==> src/rtl/alu_cmd_ctrl_if.sv <==
`default_nettype none
//==============================================================================
// alu_cmd_ctrl_if : command, response and ALU-side signals of alu_cmd_ctrl
// Revision        : 1.0
//==============================================================================
interface alu_cmd_ctrl_if #(
    parameter int WIDTH = 16
);
    logic             cmd_valid;
    logic             cmd_ready;
    logic [2:0]       cmd_func;
    logic [WIDTH-1:0] cmd_a;
    logic [WIDTH-1:0] cmd_b;
    logic             cmd_use_acc;

    logic [WIDTH-1:0] alu_a;
    logic [WIDTH-1:0] alu_b;
    logic [2:0]       alu_func;
    logic [WIDTH-1:0] alu_out;

    logic             rsp_valid;
    logic             rsp_ready;
    logic [WIDTH-1:0] rsp_data;
    logic [2:0]       rsp_func;

    // Front-end/ALU side: issues commands, consumes responses, computes results
    modport master (
        output cmd_valid, cmd_func, cmd_a, cmd_b, cmd_use_acc,
        input  cmd_ready,
        input  alu_a, alu_b, alu_func,
        output alu_out,
        input  rsp_valid, rsp_data, rsp_func,
        output rsp_ready
    );

    modport slave (
        input  cmd_valid, cmd_func, cmd_a, cmd_b, cmd_use_acc,
        output cmd_ready,
        output alu_a, alu_b, alu_func,
        input  alu_out,
        output rsp_valid, rsp_data, rsp_func,
        input  rsp_ready
    );
endinterface
`default_nettype wire

==> src/rtl/alu_cmd_ctrl.sv <==
`default_nettype none
//==============================================================================
// alu_cmd_ctrl : queues ALU commands in a FIFO and sequences them one at a time
// Revision     : 1.0
//==============================================================================
module alu_cmd_ctrl #(
    parameter int WIDTH = 16,
    parameter int DEPTH = 4
) (
    input  logic                     clk,
    input  logic                     rst,
    alu_cmd_ctrl_if.slave            bus,
    output logic [$clog2(DEPTH):0]   fifo_count_o,
    output logic                     busy_o
);
    localparam int c_aw = $clog2(DEPTH);
    localparam int c_cw = c_aw + 1;
    localparam logic [c_cw-1:0] c_full_count = c_cw'(DEPTH);

    typedef enum logic [1:0] {
        IDLE = 2'd0,
        EXEC = 2'd1,
        RESP = 2'd2
    } state_t;

    state_t state_q, state_d;

    logic [2:0]       mem_func_q [DEPTH];
    logic [WIDTH-1:0] mem_a_q    [DEPTH];
    logic [WIDTH-1:0] mem_b_q    [DEPTH];
    logic             mem_acc_q  [DEPTH];

    logic [c_aw-1:0]  wr_ptr_q, wr_ptr_d;
    logic [c_aw-1:0]  rd_ptr_q, rd_ptr_d;
    logic [c_cw-1:0]  count_q, count_d;

    logic [WIDTH-1:0] alu_a_q, alu_a_d;
    logic [WIDTH-1:0] alu_b_q, alu_b_d;
    logic [2:0]       alu_func_q, alu_func_d;
    logic [WIDTH-1:0] acc_q, acc_d;
    logic             rsp_valid_q, rsp_valid_d;
    logic [WIDTH-1:0] rsp_data_q, rsp_data_d;
    logic [2:0]       rsp_func_q, rsp_func_d;

    logic             w_push;
    logic             w_pop;
    logic             w_empty;

    // Ready depends on the occupancy register only, never on cmd_valid
    assign bus.cmd_ready = (count_q != c_full_count);
    assign w_empty       = (count_q == '0);
    assign w_push        = bus.cmd_valid && bus.cmd_ready;

    assign bus.alu_a     = alu_a_q;
    assign bus.alu_b     = alu_b_q;
    assign bus.alu_func  = alu_func_q;
    assign bus.rsp_valid = rsp_valid_q;
    assign bus.rsp_data  = rsp_data_q;
    assign bus.rsp_func  = rsp_func_q;
    assign fifo_count_o  = count_q;
    assign busy_o        = (state_q != IDLE) || !w_empty;

    always_ff @(posedge clk) begin
        if (w_push) begin
            mem_func_q[wr_ptr_q] <= bus.cmd_func;
            mem_a_q[wr_ptr_q]    <= bus.cmd_a;
            mem_b_q[wr_ptr_q]    <= bus.cmd_b;
            mem_acc_q[wr_ptr_q]  <= bus.cmd_use_acc;
        end
    end

    always_comb begin
        state_d     = state_q;
        w_pop       = 1'b0;
        alu_a_d     = alu_a_q;
        alu_b_d     = alu_b_q;
        alu_func_d  = alu_func_q;
        acc_d       = acc_q;
        rsp_valid_d = rsp_valid_q;
        rsp_data_d  = rsp_data_q;
        rsp_func_d  = rsp_func_q;

        unique case (state_q)
            IDLE: begin
                if (!w_empty) begin
                    w_pop      = 1'b1;
                    alu_func_d = mem_func_q[rd_ptr_q];
                    alu_b_d    = mem_b_q[rd_ptr_q];
                    alu_a_d    = mem_acc_q[rd_ptr_q] ? acc_q : mem_a_q[rd_ptr_q];
                    state_d    = EXEC;
                end
            end
            EXEC: begin
                rsp_data_d  = bus.alu_out;
                acc_d       = bus.alu_out;
                rsp_func_d  = alu_func_q;
                rsp_valid_d = 1'b1;
                state_d     = RESP;
            end
            RESP: begin
                if (rsp_valid_q && bus.rsp_ready) begin
                    rsp_valid_d = 1'b0;
                    state_d     = IDLE;
                end
            end
            default: state_d = IDLE;
        endcase
    end

    always_comb begin
        wr_ptr_d = w_push ? wr_ptr_q + 1'b1 : wr_ptr_q;
        rd_ptr_d = w_pop  ? rd_ptr_q + 1'b1 : rd_ptr_q;
        unique case ({w_push, w_pop})
            2'b10:   count_d = count_q + 1'b1;
            2'b01:   count_d = count_q - 1'b1;
            default: count_d = count_q;
        endcase
    end

    always_ff @(posedge clk or posedge rst) begin
        if (rst) begin
            state_q     <= IDLE;
            wr_ptr_q    <= '0;
            rd_ptr_q    <= '0;
            count_q     <= '0;
            alu_a_q     <= '0;
            alu_b_q     <= '0;
            alu_func_q  <= '0;
            acc_q       <= '0;
            rsp_valid_q <= 1'b0;
            rsp_data_q  <= '0;
            rsp_func_q  <= '0;
        end else begin
            state_q     <= state_d;
            wr_ptr_q    <= wr_ptr_d;
            rd_ptr_q    <= rd_ptr_d;
            count_q     <= count_d;
            alu_a_q     <= alu_a_d;
            alu_b_q     <= alu_b_d;
            alu_func_q  <= alu_func_d;
            acc_q       <= acc_d;
            rsp_valid_q <= rsp_valid_d;
            rsp_data_q  <= rsp_data_d;
            rsp_func_q  <= rsp_func_d;
        end
    end
endmodule
`default_nettype wire

==> src/flat_wrapper.sv <==
// flat-port wrapper written by rule: the top's interface ports become plain ports
module alu_cmd_ctrl_flat 
#(
    parameter int WIDTH = 16,
    parameter int DEPTH = 4
)
  (clk, rst, fifo_count_o, busy_o, bus_cmd_valid, bus_cmd_func, bus_cmd_a, bus_cmd_b, bus_cmd_use_acc, bus_cmd_ready, bus_alu_a, bus_alu_b, bus_alu_func, bus_alu_out, bus_rsp_valid, bus_rsp_data, bus_rsp_func, bus_rsp_ready);
  alu_cmd_ctrl_if #(.WIDTH(WIDTH)) bus_i ();
  input  logic clk;
  input  logic rst;
  output logic [$clog2(DEPTH):0] fifo_count_o;
  output logic busy_o;
  input wire logic [$bits(bus_i.cmd_valid)-1:0] bus_cmd_valid;
  input wire logic [$bits(bus_i.cmd_func)-1:0] bus_cmd_func;
  input wire logic [$bits(bus_i.cmd_a)-1:0] bus_cmd_a;
  input wire logic [$bits(bus_i.cmd_b)-1:0] bus_cmd_b;
  input wire logic [$bits(bus_i.cmd_use_acc)-1:0] bus_cmd_use_acc;
  output wire logic [$bits(bus_i.cmd_ready)-1:0] bus_cmd_ready;
  output wire logic [$bits(bus_i.alu_a)-1:0] bus_alu_a;
  output wire logic [$bits(bus_i.alu_b)-1:0] bus_alu_b;
  output wire logic [$bits(bus_i.alu_func)-1:0] bus_alu_func;
  input wire logic [$bits(bus_i.alu_out)-1:0] bus_alu_out;
  output wire logic [$bits(bus_i.rsp_valid)-1:0] bus_rsp_valid;
  output wire logic [$bits(bus_i.rsp_data)-1:0] bus_rsp_data;
  output wire logic [$bits(bus_i.rsp_func)-1:0] bus_rsp_func;
  input wire logic [$bits(bus_i.rsp_ready)-1:0] bus_rsp_ready;
  assign bus_i.cmd_valid = bus_cmd_valid;
  assign bus_i.cmd_func = bus_cmd_func;
  assign bus_i.cmd_a = bus_cmd_a;
  assign bus_i.cmd_b = bus_cmd_b;
  assign bus_i.cmd_use_acc = bus_cmd_use_acc;
  assign bus_cmd_ready = bus_i.cmd_ready;
  assign bus_alu_a = bus_i.alu_a;
  assign bus_alu_b = bus_i.alu_b;
  assign bus_alu_func = bus_i.alu_func;
  assign bus_i.alu_out = bus_alu_out;
  assign bus_rsp_valid = bus_i.rsp_valid;
  assign bus_rsp_data = bus_i.rsp_data;
  assign bus_rsp_func = bus_i.rsp_func;
  assign bus_i.rsp_ready = bus_rsp_ready;
  alu_cmd_ctrl #(.WIDTH(WIDTH), .DEPTH(DEPTH)) u_core (.clk(clk), .rst(rst), .bus(bus_i), .fifo_count_o(fifo_count_o), .busy_o(busy_o));
endmodule
==> config.mk <==
export PLATFORM = sky130hd
export DESIGN_NAME = alu_cmd_ctrl_flat
export DESIGN_NICKNAME = d
export VERILOG_FILES = /design/src/rtl/alu_cmd_ctrl_if.sv /design/src/rtl/alu_cmd_ctrl.sv /design/src/flat_wrapper.sv
export SDC_FILE = /design/constraint.sdc
export NUM_CORES = 1
export LEC_CHECK = 0
export ABC_AREA = 1
export BUFFER_PORTS_ARGS = -buffer_cell sky130_fd_sc_hd__buf_4
export CORE_MARGIN = 2
export CORE_UTILIZATION = 28
export CTS_CLUSTER_DIAMETER = 50
export CTS_CLUSTER_SIZE = 28
export DETAILED_ROUTE_END_ITERATION = 8
export GPL_TIMING_DRIVEN = 0
export PLACE_DENSITY = 0.54
export SYNTH_ARGS = -nofsm -noshare
export SYNTH_HDL_FRONTEND = slang
export SYNTH_SLANG_ARGS = --single-unit
==> constraint.sdc <==
create_clock -name clk -period 6.5 [get_ports clk]
set_input_delay 0.65 -clock clk [delete_from_list [all_inputs] [get_ports clk]]
set_output_delay 0.65 -clock clk [all_outputs]
set_load 0.005 [all_outputs]
=== Word-level counts from Yosys, hierarchy flattened ===
Memories as Yosys holds them, arrays and structs flattened. A register that Yosys moved wholly into a read port is not among the register bits.
Index checks and enable logic that the tools add are counted.

* Register bits: 45
* Output and inout bits: 60
* Bits of input ports: 56
* Bits in writable memories: 144
* Memories: 4
* Word-level logic and storage cells: 47

{| class="wikitable"
|+ Memory list
! name !! words !! bits a word !! read ports !! clocked after memory_dff !! wr ports !! line !! source
|-
| u_core.mem_a_q || 4 || 16 || 1 || 0 || 1 || alu_cmd_ctrl.sv:29 || <nowiki>logic [WIDTH-1:0] mem_a_q [DEPTH];</nowiki>
|-
| u_core.mem_b_q || 4 || 16 || 1 || 1 || 1 || alu_cmd_ctrl.sv:30 || <nowiki>logic [WIDTH-1:0] mem_b_q [DEPTH];</nowiki>
|-
| u_core.mem_func_q || 4 || 3 || 1 || 1 || 1 || alu_cmd_ctrl.sv:28 || <nowiki>logic [2:0] mem_func_q [DEPTH];</nowiki>
|-
| u_core.mem_acc_q || 4 || 1 || 1 || 0 || 1 || alu_cmd_ctrl.sv:31 || <nowiki>logic mem_acc_q [DEPTH];</nowiki>
|}

* $add $sub $neg: 4
* Muxes and demuxes: 11
* Bitwise gates (word level): 1
* Reduce and logical (&&, ||, !) cells: 12
* Equality and inequality tests: 7

{| class="wikitable"
|+ Operators with widths
! cell !! number
|-
| 2-to-1 mux 16 bit || 1
|-
| one-hot mux 2 bit (3 select lines) || 1
|-
| one-hot mux 3 bit (2 select lines) || 1
|-
| AND reduction 2 bit || 3
|-
| nonzero test 2 bit || 3
|-
| 2-to-1 mux 1 bit || 5
|-
| adder 2 x 1 -> 2 bit, second input constant || 2
|-
| == test 2 x 1 -> 1 bit, second input constant || 2
|-
| == test 2 bit, second input constant || 2
|-
| 2-to-1 mux 2 bit || 2
|-
| adder 3 x 1 -> 3 bit, second input constant || 1
|-
| zero test 3 bit || 1
|-
| inequality test 3 bit, second input constant || 1
|-
| subtractor 3 x 1 -> 3 bit, second input constant || 1
|-
| logical AND 1 bit || 2
|-
| zero test 2 bit || 1
|-
| inequality test 2 x 1 -> 1 bit, second input constant || 1
|-
| inequality test 2 bit, second input constant || 1
|-
| one-hot mux 1 bit (2 select lines) || 1
|-
| zero test 1 bit || 1
|-
| logical OR 1 bit || 1
|-
| inverter 1 bit || 1
|}

=== Longest topological paths before layout ===
Gate-level depths: netlist (run 1).

* Depth after elaboration: 5
* Depth in mapped cells: 10
* Gate-level depth less buffers: 9

=== Least setup slack after synthesis (run 1) ===
Ideal clock, no wire load.

* Kind: input-to-reg
* From: input bus_cmd_valid
* To: memory u_core.mem_a_q[0][0], enable pin
* Stages: 2
* Slack: 3.720 ns
* Buffers on the path: 0
* Arrival time: 2.351 ns
* Library setup time: 0.429 ns
* Data required time: 6.071 ns
* Cell sequence: nand2_1 > nor2_1

* Longest elaborated chain between the ends: 3

{| class="wikitable"
|+ RTL lines
! item !! line !! source
|-
| start: declaration || flat_wrapper.sv:13 || <nowiki>input wire logic [$bits(bus_i.cmd_valid)-1:0] bus_cmd_valid;</nowiki>
|-
| logical AND 1 bit || alu_cmd_ctrl.sv:52 || <nowiki>assign w_push = bus.cmd_valid && bus.cmd_ready;</nowiki>
|-
| 2-to-1 mux 1 bit || alu_cmd_ctrl.sv:64 || <nowiki>if (w_push) begin</nowiki>
|-
| 2-to-1 mux 1 bit (not written as such) || alu_cmd_ctrl.sv:66 || <nowiki>mem_a_q[wr_ptr_q] <= bus.cmd_a;</nowiki>
|-
| end: declaration || alu_cmd_ctrl.sv:29 ||
|}

Every way passes these cells.

=== Worst setup path in the final report (run 1) ===
* From: register u_core.count_q[0] (netlist: u_core.fifo_count_o[0])
* To: register u_core.count_q[2] (netlist: u_core.fifo_count_o[2])

* Longest elaborated chain between the ends: 5
* Elaborated cells on any way between the ends: 11
* Classes of those cells: add/sub: 2; eq/ne: 3; mux: 3; reduce/logical: 3

{| class="wikitable"
|+ RTL lines
! item !! line !! source
|-
| start: declaration || alu_cmd_ctrl.sv:35 || <nowiki>logic [c_cw-1:0] count_q, count_d;</nowiki>
|-
| start signal: assignment || alu_cmd_ctrl.sv:137 || <nowiki>count_q <= count_d;</nowiki>
|-
| zero test 3 bit (*) || alu_cmd_ctrl.sv:51 || <nowiki>assign w_empty = (count_q == '0);</nowiki>
|-
| 2-to-1 mux 1 bit (*) || alu_cmd_ctrl.sv:85 || <nowiki>if (!w_empty) begin</nowiki>
|-
| 2-to-1 mux 1 bit (*) || alu_cmd_ctrl.sv:83 || <nowiki>unique case (state_q)</nowiki>
|-
| named net u_core.w_pop || alu_cmd_ctrl.sv:46 || <nowiki>logic w_pop;</nowiki>
|-
| == test 2 x 1 -> 1 bit or == test 2 bit (tied branches) || alu_cmd_ctrl.sv:113 || <nowiki>unique case ({w_push, w_pop})</nowiki>
|-
| one-hot mux 3 bit (2 select lines) or nonzero test 2 bit (tied branches) || n/a ||
|}

The timed path passes the listed nets; every way through them passes the cells marked *.
A chain may end at the register's enable or synchronous reset.

==> results of run 1 <==
[cell type report]
class                           instances  share of cell area (%)
Timing Repair Buffer                  120                    9.36
Inverter                               36                    1.33
Multi-Input combinational cell        443                    19.3
Clock buffer                           19                    4.58
Clock inverter                         15                    1.97
Sequential cell                       208                    57.1
Antenna cell                            1                  0.0241
Tap cell                              384                    4.63
Buffer                                 35                    1.69
[through the flow]
stage	utilization [%]	hold WS [ns]	total power [W]
finish	36.0	0.202	0.00326
global route	36.0	0.221	0.00340
CTS	36.0	0.220	0.00330
detailed placement	33.7	0.467	0.00208
global placement	33.2	0.466	0.00204
floorplan	-	0.472	0.00190
[worst min-delay path by stage]
stage                                          from                               to  slack [ns]  cells after the start
global route                                    rst  u_core.bus.alu_b[8]$_DFFE_PP0P_        0.22                      3
finish                                          rst  u_core.bus.alu_b[8]$_DFFE_PP0P_        0.20                      3
CTS                                             rst  u_core.bus.alu_b[8]$_DFFE_PP0P_        0.22                      3
floorplan           u_core.bus.alu_b[4]$_DFFE_PP0P_  u_core.bus.alu_b[4]$_DFFE_PP0P_        0.47                      2
global placement    u_core.bus.alu_b[8]$_DFFE_PP0P_  u_core.bus.alu_b[8]$_DFFE_PP0P_        0.47                      2
detailed placement  u_core.bus.alu_b[8]$_DFFE_PP0P_  u_core.bus.alu_b[8]$_DFFE_PP0P_        0.47                      2
[worst max-delay path: cells and delay by family, from the launching register on]
kind,cells,cell delay (ns)
simple gates,2,0.29
buf+inv,3,0.46
xor+xnor,1,0.15
fa+ha+maj,2,0.64
compound gates,2,0.23
flops,1,0.44
[cell usage in the layout, fill, tap and decap left out, types with 2 or more instances in the layout]
cell,synthesis,routed
sky130_fd_sc_hd__nand3_4,2,2
sky130_fd_sc_hd__inv_6,0,4
sky130_fd_sc_hd__buf_12,0,4
sky130_fd_sc_hd__edfxtp_1,144,144
sky130_fd_sc_hd__buf_4,3,118
sky130_fd_sc_hd__nand2_1,208,208
sky130_fd_sc_hd__inv_8,0,3
sky130_fd_sc_hd__inv_1,34,33
sky130_fd_sc_hd__nor2_1,71,67
sky130_fd_sc_hd__o21ai_0,63,63
sky130_fd_sc_hd__buf_2,20,20
sky130_fd_sc_hd__dfrtp_1,64,64
sky130_fd_sc_hd__inv_2,2,2
sky130_fd_sc_hd__o21ai_1,15,15
sky130_fd_sc_hd__clkbuf_16,0,19
sky130_fd_sc_hd__ha_1,5,5
sky130_fd_sc_hd__nand3_1,68,68
sky130_fd_sc_hd__nor2_4,0,4
sky130_fd_sc_hd__clkbuf_1,11,11
sky130_fd_sc_hd__a21oi_1,3,3
sky130_fd_sc_hd__inv_16,0,3
sky130_fd_sc_hd__xor2_1,3,3
[logic make-up (layout without fill, tap and decap cells)]
group,count (synthesis),in the layout,synth area share (%)
buffers and inverters,71,225,3.78
other,0,1,0
AO/OA/AOI/OAI,81,81,4.94
flip-flops,208,208,72.2
AND/OR/NAND/NOR,352,352,17.6
adder cells (fa/ha/maj),6,6,1.01
XOR/XNOR,4,4,0.427
[state kept, by name (all words and copies together) (netlist names)]
register	cells
u_core.state_q	2
u_core.rd_ptr_q	2
u_core.mem_b_q	64
u_core.bus.alu_b	16
u_core.mem_acc_q	4
u_core.mem_a_q	64
u_core.bus.alu_a	16
u_core.bus.rsp_func	3
u_core.bus.rsp_valid	1
u_core.acc_q	16
u_core.mem_func_q	12
u_core.fifo_count_o	3
u_core.wr_ptr_q	2
u_core.bus.alu_func	3
[per-layer routing]
metal  up-vias  track usage [%]  part of all wire [%]
met2       136             20.3                    44
met4         2             3.37                   1.8
met5         -                0                 0.039
met3        27             2.94                   6.8
li1       2707                -                     -
met1      2582             18.5                    47
[report_power, final]
group / switching, W / leakage, nW / internal, W
logic: 0.000243 / 1.92 / 0.000126
registers: 0.0000464 / 2.11 / 0.00163
clock network: 0.000587 / 0.332 / 0.000630
==> impl_metrics.ini, run 1 <==
[synth]
synth_top_flop_cell = sky130_fd_sc_hd__edfxtp_1
synth.lib_cells_used.distinct = 22
yosys_warns = 0
synth_largest_type_area_fraction_pct = 52.7
synth.most_common_cell = sky130_fd_sc_hd__nand2_1
mappedNetlistNets = 784
synthesis.area_um2 = 8210
synth.area.top_cells = sky130_fd_sc_hd__edfxtp_1 (53%), sky130_fd_sc_hd__dfrtp_1 (20%), sky130_fd_sc_hd__nand2_1 (9.5%)
synth_common_cells = sky130_fd_sc_hd__nand2_1 (208), sky130_fd_sc_hd__edfxtp_1 (144), sky130_fd_sc_hd__nor2_1 (71)
synth-async-reset-ratio_pct = 30.8
syn_area_per_cell_um2 = 11.4
synth_sequential_area_ratio_pct = 72.2
number_of_instances_in_the_synthesized_netlist = 722
edff_count_synth = 144
postSynthRegisterBits = 208
yosysTopAreaCell = sky130_fd_sc_hd__edfxtp_1

[sta]
finish_stage_setup_viols = 0
hold_viol_final = 0
timing.max_slew.rel_slack_pct = 58.9
post-route-worst-setup-slack_ns = 4.16
tns_ns = 0
final_period_minus_worst_setup_slack_ns = 2.34
setup_repair_after_global_routing_missed_its_margin = false
fin_worst_skew_ns = 0.0182
timing_worst_slew_pin_value_ns = 0.615
maxSlewViolCount = 0
fmax_mhz = 428
post-route-period-util_pct = 36.0

[grt]
grt_pass1_vias = 5251
grt_pass1_wl_mm = 31.2
grt_antenna_before_repair = 2
grt_start_max_net_pins = 65
grt.overflow.total = 0
grtUsageTotal_pct = 13.1

[setup_path]
critPathRequiredTime_ns = 6.88
rr_startpoint = u_core.fifo_count_o[0]$_DFFE_PP0P_
worst-path-max-fanout = 10
highest_delay_cell_along_the_critical_path = sky130_fd_sc_hd__dfrtp_1
crit_path_cell_trace = inv_1, nand3_1, nand2_2, inv_1, buf_2, ha_1, fa_1, a21oi_1, o21ai_0, xor2_1
timing.rr.end = u_core.fifo_count_o[2]$_DFFE_PP0P_
cp_launch_point = u_core.fifo_count_o[0]$_DFFE_PP0P_
start_kind = flip-flop
reg2reg_depth = 10
worst-endpoint-arrival_ns = 2.72
cp-end-kind = flip-flop
critPathCapture = u_core.fifo_count_o[2]$_DFFE_PP0P_
ff2ff_setup_slack_ns = 4.16
slowest_delay_ns = 0.44
worst_path_most_repeated_cell = sky130_fd_sc_hd__inv_1
critPathKind = reg2reg

[floorplanning]
start_util_pct = 28.5
die-width_um = 175
ios = 116
placement_rows = 62
design.die.area_um2 = 30700
die-height_um = 175
core_area_um2 = 28800

[clock_tree]
h_tree_levels = 1
tritoncts = done
cts.hold.buffers_added = 0
postCtsResizedCells = 0
cts.repair_timing.setup_buffer_count = 0
clk_pin_slew_ns = 0.09
tritoncts.num_buffers = 19
cts-root-to-sink-buffers = 3
clock_insertion_delay_worst_skew_ns = 0.51
ctsRootBufferMaster = sky130_fd_sc_hd__clkbuf_16
numClockSinks = 208

[power]
irDropWorstVdd_uv = 125
power_per_standard_cell_area_nw_per_um2 = 315
power.static_leakage_nw = 4.36

[layout]
number_of_nets_in_the_final_layout = 925
multi_input_comb_area_um2 = 2000
layout-drive-gt1-share_pct = 21.6
seqCellArea_um2 = 5930
syn2layout_area_growth_pct = 26.4
fin_cells = 1261
nFillCells = 2812
post-route-cell-area_um2 = 10400

[routing]
detailed_route_via_count = 5454
wl_mm = 20.3
dr.pass1.iters = 5
ant_nets = 0
drt-vias-per-instance = 4.33
drc = 0
drtIter0Drc = 374
avgRoutedWirePerCell_um = 16.1

[place]
gp_routability_congestion = 0.723
dp.cells = 1226
dpl.hpwl_mm = 13.6
port_buffers = 115
postPlaceCellArea_um2 = 9690
dp_worst_setup_slack_ns = 4.12

[run]
drv.max_cap_violation_count = 0

[outcome]
outcome = complete, no violations

[min_path]
hp-class = in2async
(Power assumes the default switching activity.)
==> inputs of run 2 (changes only) <==
ABC_AREA = 0   (was 1)
clock period = 2.3 ns   (was 6.5 ns; I/O delays follow)
==> run 2 against run 1 <==
Effect of this change:
- routed wire length decreased by 13%
- global-route usage decreased by 1.3 points
- first-iteration DRC count decreased by 56%
- critical path type unchanged
- largest power group unchanged
==> impl_metrics.ini, run 2 <==
[layout]
layout.core_utilization_pct = 39.0
antenna-diode-count = 0
top_regs = u_core.mem_a_q x64, u_core.mem_b_q x64
most_common_cell_after_layout_fill_and_taps_aside = sky130_fd_sc_hd__edfxtp_1
syn2layout_area_growth_pct = 36.2
mostFrequentLayoutCells = sky130_fd_sc_hd__edfxtp_1 (144), sky130_fd_sc_hd__buf_4 (120), sky130_fd_sc_hd__dfrtp_1 (61)
layout-drive-gt1-share_pct = 44.6
number_of_nets_in_the_final_layout = 655

[setup_path]
cp-end-kind = flip-flop
critPathRequiredTime_ns = 2.68
worst-endpoint-arrival_ns = 2.61
worst-path-max-fanout = 6
critPathKind = reg2reg
start_kind = flip-flop

[synth]
synth_sequential_area_ratio_pct = 74.0
mappedNetlistNets = 450
synth.lib_cells_used.distinct = 29
syn_area_per_cell_um2 = 20.6
number_of_instances_in_the_synthesized_netlist = 388
edff_count_synth = 144
postSynthRegisterBits = 208
synth_top_flop_cell = sky130_fd_sc_hd__edfxtp_1
synth_largest_type_area_fraction_pct = 54.0
synth-async-reset-ratio_pct = 30.8
synth_common_cells = sky130_fd_sc_hd__edfxtp_1 (144), sky130_fd_sc_hd__dfrtp_1 (64), sky130_fd_sc_hd__mux4_2 (36)
synthesis.area_um2 = 8010
synth.most_common_cell = sky130_fd_sc_hd__edfxtp_1
yosys_warns = 0
synth.area.top_cells = sky130_fd_sc_hd__edfxtp_1 (54%), sky130_fd_sc_hd__dfrtp_1 (20%), sky130_fd_sc_hd__mux4_2 (10%)
yosysTopAreaCell = sky130_fd_sc_hd__edfxtp_1

[floorplanning]
die-width_um = 173
start_util_pct = 28.7
design.die.area_um2 = 30000
placement_rows = 61
ios = 116
core_area_um2 = 27900
die-height_um = 173

[routing]
avgRoutedWirePerCell_um = 17.8
ant_nets = 0
detailed_route_via_count = 4309
dr.pass1.iters = 4
drc = 0
wl_mm = 17.6
drtIter0Drc = 165
drt-vias-per-instance = 4.35

[outcome]
outcome = complete, no violations

[sta]
hold_viol_final = 0
fmax_mhz = 450
setup_repair_after_global_routing_missed_its_margin = false
fin_worst_skew_ns = 0.0256
post-route-period-util_pct = 96.5
tns_ns = 0
post-route-worst-setup-slack_ns = 0.0798
maxSlewViolCount = 0
timing.max_slew.rel_slack_pct = 50.1
final_period_minus_worst_setup_slack_ns = 2.22
timing_worst_slew_pin_value_ns = 0.749
finish_stage_setup_viols = 0

[grt]
grt.overflow.total = 0
grt_pass1_wl_mm = 27.0
grtUsageTotal_pct = 11.7
grt_antenna_before_repair = 1
grt_start_max_net_pins = 41
grt_pass1_vias = 4610

[power]
share_clk_of_total_power_pct = 26.4
internal_power_w = 0.0104
p_sw_w = 0.00441
power_per_standard_cell_area_nw_per_um2 = 1360
p_comb_share_pct = 35.0
power_frac_seq_pct = 38.6
irDropWorstVdd_uv = 420
switching_share_pct = 29.8
power.static_leakage_nw = 4.17

[place]
gp_routability_congestion = 0.681
port_buffers = 115
dp_worst_setup_slack_ns = -0.498
dpl.hpwl_mm = 11.6

[run]
drv.max_cap_violation_count = 0

[clock_tree]
clock_insertion_delay_worst_skew_ns = 0.52
tritoncts = done
cts-root-to-sink-buffers = 3
tritoncts.num_buffers = 25
clk_pin_slew_ns = 0.06
h_tree_levels = 1
ctsRootBufferMaster = sky130_fd_sc_hd__clkbuf_16
numClockSinks = 208

[min_path]
hp-class = in2reg
==> run 2: cell types whose count changed after synthesis, sizes merged, moves of 36 or more <==
cell   delta
o21ai    -46
nor2     -68
mux2     +40
mux4     +36
nand2   -208
nand3    -70
==> run 2: worst max-delay path, stage by stage (launching register included) <==
cell and delay (ns):
sky130_fd_sc_hd__dfrtp_2 0.42, sky130_fd_sc_hd__buf_4 0.15, sky130_fd_sc_hd__or3b_4 0.42, sky130_fd_sc_hd__and2_4 0.19, sky130_fd_sc_hd__inv_1 0.05, sky130_fd_sc_hd__ha_2 0.19
sky130_fd_sc_hd__fa_1 0.40, sky130_fd_sc_hd__mux2_2 0.27
==> run 2: per-layer routing <==
metal | vias to the layer above | share of wire [%] | GRT usage, % | routed length (um)
met4 | 2 | 1.7 | 3.00 | 300
li1 | 1954 | - | - | -
met2 | 114 | 49 | 20.2 | 8700
met3 | 27 | 5.5 | 2.51 | 967
met1 | 2212 | 43 | 15.1 | 7630
met5 | - | 0.040 | 0 | 7
==> run 2: through the flow <==
step	hold slack, ns	std cells	instance area (um2)	power [W]
final	0.0687	990	10900	0.0148
after global routing	0.0824	990	10900	0.0157
after CTS	0.0455	988	10900	0.0151
after detailed placement	0.264	886	9450	0.0110
after global placement	0.411	881	9340	0.0108
after floorplan	0.315	388	8010	0.00887
==> run 2: path summary, 6_finish.rpt <==
kind                                               startpoint  slack [ns]                                 end  cells past startpoint
hold reg to reg               u_core.bus.alu_a[0]$_DFFE_PP0P_        0.51     u_core.bus.alu_a[0]$_DFFE_PP0P_                      2
setup / recovery           u_core.fifo_count_o[1]$_DFFE_PP0P_        0.08  u_core.fifo_count_o[1]$_DFFE_PP0P_                      7
max in group asynchronous                                 rst        1.44  u_core.fifo_count_o[1]$_DFFE_PP0P_                      4
hold / removal                                  bus_cmd_valid        0.07      u_core.wr_ptr_q[0]$_DFFE_PP0P_                      3
min in group asynchronous                                 rst        0.26         u_core.acc_q[6]$_DFFE_PP0P_                      3
setup reg to reg           u_core.fifo_count_o[1]$_DFFE_PP0P_        0.08  u_core.fifo_count_o[1]$_DFFE_PP0P_                      7
==> run 2: layout make-up <==
| class | count | area (um2) |
|---|---|---|
| Fill cell | 2633 | 17000 |
| Sequential cell | 208 | 5930 |
| Multi-Input combinational cell | 155 | 1930 |
| Timing Repair Buffer | 180 | 1560 |
| Clock buffer | 30 | 654 |
| Tap cell | 378 | 473 |
| Clock inverter | 16 | 198 |
| Buffer | 17 | 131 |
| Inverter | 6 | 25.0 |
==> run 2: cells by family (layout without fill, tap and decap cells) <==
family,count (synthesis),in the layout,synth area share [%]
buffers and inverters,25,249,2.11
XOR/XNOR,6,6,0.656
AND/OR/NAND/NOR,17,17,1.38
adder cells (fa/ha/maj),6,6,1.03
flip-flops,208,208,74.0
multiplexers,92,92,18.6
AO/OA/AOI/OAI,34,34,2.16
==> run 2: repair_timing <==
action,CTS,global route
endpoints found under the setup margin,3,2
pin swaps,1,2
hold endpoints to repair,186,0
resized for setup,5,1
buffers inserted,4,2
hold buffers,54,0
==> run 2: power groups by stage <==
stage | logic (W) | clock network (W) | registers (W)
CTS | 0.00531 | 0.00405 | 0.00575
global route | 0.00569 | 0.00419 | 0.00585
global placement | 0.00496 | 0 | 0.00581
finish | 0.00519 | 0.00392 | 0.00573
detailed placement | 0.00515 | 0 | 0.00583
floorplan | 0.00315 | 0 | 0.00572
